[src/rtl/uart_tx_feeder.sv]
// Byte FIFO plus handshake sequencer driving the transmit side of the Uart block.
// Holds tx_data for the whole frame and always presents a clean 0->1 start edge.
module uart_tx_feeder #(
    parameter int unsigned DEPTH       = 16,
    parameter int unsigned ADDR_W      = 4,
    parameter int unsigned ACK_TIMEOUT = 8,
    parameter int unsigned GAP_CYCLES  = 2
) (
    input  logic              clk,
    input  logic              reset,
    input  logic              wr_en_i,
    input  logic [7:0]        wr_data_i,
    output logic              full_o,
    output logic              empty_o,
    output logic [ADDR_W:0]   count_o,
    output logic              overflow_o,
    input  logic              clr_overflow_i,
    output logic              uart_start_o,
    output logic [7:0]        uart_tx_data_o,
    input  logic              uart_tx_done_i,
    output logic              sent_pulse_o,
    output logic              busy_o
);

    localparam int unsigned       TimerW    = 8;
    localparam logic [ADDR_W:0]   FullCount = (ADDR_W + 1)'(DEPTH);
    localparam logic [TimerW-1:0] AckLast   = TimerW'(ACK_TIMEOUT - 1);
    localparam logic [TimerW-1:0] GapLast   = TimerW'(GAP_CYCLES - 1);
    // Extra ARM cycle after a pop so tx_data is settled a full cycle before start's low cycle.
    localparam logic [TimerW-1:0] ArmSettle = TimerW'(1);

    typedef enum logic [2:0] {
        StIdle,
        StArm,
        StWaitAck,
        StBusy,
        StGap
    } state_e;

    state_e             state_q;
    logic               start_q;
    logic [7:0]         tx_data_q;
    logic               sent_pulse_q;
    logic               busy_q;
    logic [TimerW-1:0]  timer_q;

    logic [7:0]         mem_q [DEPTH];
    logic [ADDR_W-1:0]  wr_ptr_q, wr_ptr_d;
    logic [ADDR_W-1:0]  rd_ptr_q, rd_ptr_d;
    logic [ADDR_W:0]    count_q, count_d;
    logic               full_q, full_d;
    logic               empty_q, empty_d;
    logic               overflow_q, overflow_d;
    logic               push;
    logic               pop;
    logic [7:0]         head;

    always_comb begin
        push     = wr_en_i && !full_q;
        pop      = (state_q == StIdle) && !empty_q && uart_tx_done_i;
        head     = mem_q[rd_ptr_q];
        wr_ptr_d = push ? wr_ptr_q + 1'b1 : wr_ptr_q;
        rd_ptr_d = pop ? rd_ptr_q + 1'b1 : rd_ptr_q;

        count_d = count_q;
        if (push && !pop) begin
            count_d = count_q + 1'b1;
        end else if (pop && !push) begin
            count_d = count_q - 1'b1;
        end
        full_d  = (count_d == FullCount);
        empty_d = (count_d == '0);

        // A dropped write in the same cycle as a clear keeps the flag set.
        overflow_d = overflow_q;
        if (clr_overflow_i) begin
            overflow_d = 1'b0;
        end
        if (wr_en_i && full_q) begin
            overflow_d = 1'b1;
        end
    end

    always_ff @(posedge clk) begin
        if (push) begin
            mem_q[wr_ptr_q] <= wr_data_i;
        end
    end

    always_ff @(posedge clk or posedge reset) begin
        if (reset) begin
            wr_ptr_q   <= '0;
            rd_ptr_q   <= '0;
            count_q    <= '0;
            full_q     <= 1'b0;
            empty_q    <= 1'b1;
            overflow_q <= 1'b0;
        end else begin
            wr_ptr_q   <= wr_ptr_d;
            rd_ptr_q   <= rd_ptr_d;
            count_q    <= count_d;
            full_q     <= full_d;
            empty_q    <= empty_d;
            overflow_q <= overflow_d;
        end
    end

    always_ff @(posedge clk or posedge reset) begin
        if (reset) begin
            state_q      <= StIdle;
            start_q      <= 1'b0;
            tx_data_q    <= 8'h00;
            sent_pulse_q <= 1'b0;
            busy_q       <= 1'b0;
            timer_q      <= '0;
        end else begin
            sent_pulse_q <= 1'b0;
            case (state_q)
                StIdle: begin
                    if (pop) begin
                        tx_data_q <= head;
                        timer_q   <= ArmSettle;
                        busy_q    <= 1'b1;
                        state_q   <= StArm;
                    end
                end
                StArm: begin
                    start_q <= 1'b0;
                    if (timer_q != '0) begin
                        timer_q <= timer_q - 1'b1;
                    end else begin
                        start_q <= 1'b1;
                        state_q <= StWaitAck;
                    end
                end
                StWaitAck: begin
                    if (!uart_tx_done_i) begin
                        start_q <= 1'b0;
                        state_q <= StBusy;
                    end else if (timer_q == AckLast) begin
                        // No acknowledge: drop start for one cycle and retry the same byte.
                        start_q <= 1'b0;
                        timer_q <= '0;
                        state_q <= StArm;
                    end else begin
                        timer_q <= timer_q + 1'b1;
                    end
                end
                StBusy: begin
                    start_q <= 1'b0;
                    if (uart_tx_done_i) begin
                        sent_pulse_q <= 1'b1;
                        timer_q      <= '0;
                        state_q      <= StGap;
                    end
                end
                StGap: begin
                    if (timer_q == GapLast) begin
                        busy_q  <= 1'b0;
                        state_q <= StIdle;
                    end else begin
                        timer_q <= timer_q + 1'b1;
                    end
                end
                default: begin
                    start_q <= 1'b0;
                    busy_q  <= 1'b0;
                    state_q <= StIdle;
                end
            endcase
        end
    end

    assign full_o         = full_q;
    assign empty_o        = empty_q;
    assign count_o        = count_q;
    assign overflow_o     = overflow_q;
    assign uart_start_o   = start_q;
    assign uart_tx_data_o = tx_data_q;
    assign sent_pulse_o   = sent_pulse_q;
    assign busy_o         = busy_q;

    a_count_range: assert property (@(posedge clk) disable iff (reset) count_q <= FullCount);
    a_full_empty: assert property (@(posedge clk) disable iff (reset) !(full_q && empty_q));
    a_arm_low: assert property (@(posedge clk) disable iff (reset)
        (state_q == StArm) |-> !start_q);

endmodule

[config.mk]
export PLATFORM = sky130hd
export DESIGN_NAME = uart_tx_feeder
export DESIGN_NICKNAME = d
export VERILOG_FILES = /design/src/rtl/uart_tx_feeder.sv
export SDC_FILE = /design/constraint.sdc
export NUM_CORES = 1
export LEC_CHECK = 0
export CAP_MARGIN = 20
export CORE_ASPECT_RATIO = 1.2
export CORE_MARGIN = 8
export CORE_UTILIZATION = 50
export DETAILED_ROUTE_END_ITERATION = 16
export PLACE_DENSITY = 0.68
export SLEW_MARGIN = 25
export SYNTH_ARGS = -nofsm -noshare
export SYNTH_HDL_FRONTEND = slang
export SYNTH_SLANG_ARGS = --single-unit
[constraint.sdc]
create_clock -name clk -period 5.4 [get_ports clk]
set_clock_uncertainty 0.05 [all_clocks]
set_input_delay 1.08 -clock clk [delete_from_list [all_inputs] [get_ports clk]]
set_output_delay 1.08 -clock clk [all_outputs]
set_load 0.02 [all_outputs]
==> key figures <==
Status
  • Status: complete, no violations

Timing
  • Tmin final: 2.964 ns
  • RSZ-0062 raised after global routing: no
  • Relative slew slack: 32.10%
  • Maximum operating frequency: 337.4 MHz
  • Sum of negative setup slack: 0 ns
  • Max Transition Viols Final: 0
  • Crit share post-route: 54.89%
  • Hold WS: 0.4484 ns
  • Slew @ Worst Pin: 1.014 ns
  • Fin. Hold Viols: 0
  • Setup violators final: 0

Route
  • Vias: 4001
  • Drt drc: 0
  • Wire length per cell: 22.35 µm
  • Via-per-instance ratio: 6.008
  • Drt total wl: 14880 µm
  • Detailed-router iteration count before antenna repair: 5
  • Post-DRT Antenna Nets: 0
  • Initial DRC count: 356

CTS
  • CTS tree: built
  • Clock buffer depth: 2
  • Clk slew on worst S/H paths: 0.06 ns
  • Post-CTS Setup Inserts: 0
  • Num CTS Buffers: 17
  • Hold_buf cts: 0
  • Sink Count: 166
  • Skew-Pair Late Insertion Delay: 0.42 ns
  • Resized Gates After CTS: 0
  • H-tree levels: 4
  • CTS Root Cell: clkbuf_16

Pwr
  • Pwr per Cell Area: 568.9 nW/µm²
  • Peak VDD IR: 214.5 µV
  • Total leakage power: 2.904 nW

Logic synthesis
  • Post-synth EDFFs: 128
  • Synth Area in Compound Gates: 7.023%
  • Synthesized area per cell: 16.03 µm²
  • Count leader, synth: edfxtp_1
  • Main combinational cell family by area after synthesis: multiplexers
  • Register area share after synthesis: 66.80%
  • Adder-cell share of the synthesized area: 2.056%
  • Netlist cell types: 60
  • Post-Syn Area: 7179 µm²
  • Synth Warn #: 0
  • Post-synth top area share: 53.54%
  • Yosys reg bits: 166
  • Xor/xnor cell area share of the yosys netlist: 1.464%
  • Ys async rst share: 22.89%
  • Area contributors post-synth: edfxtp_1 (54%), dfrtp_1 (13%), mux4_2 (10%)
  • Syn nets: 472
  • Post-Synth Simple-Gate Area: 7.895%
  • Most used DFF post-synth: edfxtp_1
  • Dominant cell type by area after synthesis: edfxtp_1
  • Mux cell area share after synthesis: 12.70%
  • Synth cell count leaders: edfxtp_1 (128), dfrtp_1 (37), mux4_2 (32)
  • Synth Instances: 448

Global route
  • First-pass GRT wire length: 23850 µm
  • Number of global-route vias before repair: 4189
  • Antenna violations before repair: 0
  • GRT overflow: 0
  • Largest net degree at the start of global routing: 39
  • Gr usage total: 17.04%

Place
  • Gpl congestion: 0.8653
  • IO Port Bufs: 31
  • Dpl hpwl: 9838 µm

Setup path
  • WP data arrival: 3.24 ns
  • Setup crit start kind: input port
  • Crit path kind: in2reg
  • R2R cell count: 5
  • FF-to-FF setup slack: 2.86 ns
  • Critical path peak fanout: 16
  • Crit Reg-Reg Endpoint: timer_q[7]$_DFFE_PP0P_
  • FF-to-FF Start: state_q[0]$_DFFE_PP0P_
  • Worst Path Required: 5.68 ns
  • Crit. End Element: flip-flop

Die
  • Number of I/O pins: 32
  • Core box area: 14230 µm²
  • Die Wd: 125.4 µm
  • DIE AREA: 18460 µm²
  • FP Rows: 48
  • Die Ht: 147.3 µm
  • Initial Utilization: 50.44%

Layout
  • Register Area: 4798 µm²
  • Multi-input gate area in the final layout: 2236 µm²
  • Area Overhead vs Synth: 14.76%
  • Ant diodes: 0
  • Layout cells sized above 1: 15.07%
  • Filler cell count in the final layout: 1113
  • Layout net count: 502

Min path
  • Min-delay worst type: reg2reg
  • Min-Delay Path Depth: 1
  • HP Start: uart_tx_data_o[2]$_DFFE_PP0P_
  • Hold Path Sink: uart_tx_data_o[2]$_DFFE_PP0P_

Run
  • Max cap viols: 0
-- worst max-delay path by stage --
stage / depth (start not counted) / slack [ns] / endpoint / from
final: 7 / 2.44 / empty_o$_DFF_PP1_ / uart_tx_done_i
after global routing: 7 / 2.21 / empty_o$_DFF_PP1_ / uart_tx_done_i
after CTS: 7 / 2.42 / empty_o$_DFF_PP1_ / uart_tx_done_i
after detailed placement: 7 / 1.97 / empty_o$_DFF_PP1_ / uart_tx_done_i
after global placement: 7 / 2.04 / empty_o$_DFF_PP1_ / uart_tx_done_i
after floorplan: 5 / 2.98 / mem_q[7][0]$_DFFE_PP_ / wr_en_i
-- layer usage --
| metal | GRT usage [%] | up-vias | wire length [µm] |
|---|---|---|---|
| met1 | 20.40 | 2046 | 6093 |
| li1 | - | 1811 | - |
| met5 | 0 | - | 0 |
| met3 | 3.880 | 29 | 635 |
| met2 | 28.71 | 115 | 7806 |
| met4 | 8.054 | 0 | 349 |
-- through the flow --
step / utilization (%) / setup WS [ns] / instance area [µm²] / instances / total power, mW
2_1_floorplan: - / 2.985 / 7179 / 448 / 2.965
3_3_place_gp: 53.59 / 2.038 / 7627 / 634 / 3.422
3_5_place_dp: 53.59 / 1.973 / 7627 / 634 / 3.457
4_1_cts: 57.89 / 2.418 / 8239 / 666 / 4.717
5_1_grt: 57.89 / 2.214 / 8239 / 666 / 4.921
6_report: 57.89 / 2.436 / 8239 / 666 / 4.687
-- registers in the layout, summed over array words and instances, names as in the netlist --
signal	flops
rd_ptr_q	4
empty_o	1
uart_tx_data_o	8
uart_start_o	1
count_o	5
mem_q	128
state_q	3
wr_ptr_q	4
busy_o	1
sent_pulse_o	1
timer_q	8
full_o	1
overflow_o	1
-- report_power, final --
group | internal (mW) | switching (mW) | total (mW) | leakage [nW]
clock network | 0.777 | 0.485 | 1.26 | 0.292
logic | 0.713 | 0.812 | 1.52 | 0.985
registers | 1.61 | 0.287 | 1.90 | 1.63
total | 3.10 | 1.58 | 4.69 | 2.90
-- critical path: stages --
cell             delay (ns)
clkdlybuf4s50_1        0.58
nor2b_1                0.24
nand2_1                0.35
o41ai_1                0.50
xnor2_1                0.19
inv_1                  0.08
nor4_1                 0.22
-- layout make-up --
class                           instances  area share (%)
Clock buffer                           21           5.345
Sequential cell                       166           58.24
Inverter                               11          0.5011
Timing Repair Buffer                   34           4.039
Multi-Input combinational cell        248           27.14
Tap cell                              175           2.658
Clock inverter                         11           2.080
-- cells in the final DEF, fill, tap and decap left out, types with 9 or more instances in the layout --
cell type,synthesis,final
edfxtp_1,128,128
dfrtp_1,37,35
mux4_2,32,32
clkdlybuf4s50_1,0,31
nand2_1,24,24
and2_1,19,19
mux2i_1,18,18
clkbuf_16,0,17
nor2_1,16,16
inv_1,11,11
a21oi_1,11,11
ha_1,11,11
o22ai_1,10,10
a21o_1,10,10
o21ai_0,10,10
xnor2_1,9,9
-- kinds of logic after synthesis --
| kind of cell | count (synthesis) |
|---|---|
| xor gates and xnor gates | 12 |
| muxes | 51 |
| buffers and inverters | 34 |
| and+or+nand+nor | 102 |
| AOI/OAI and AO/OA | 71 |
| adders and majority gates | 12 |
| DFF | 166 |
(Power assumes the default switching activity.)
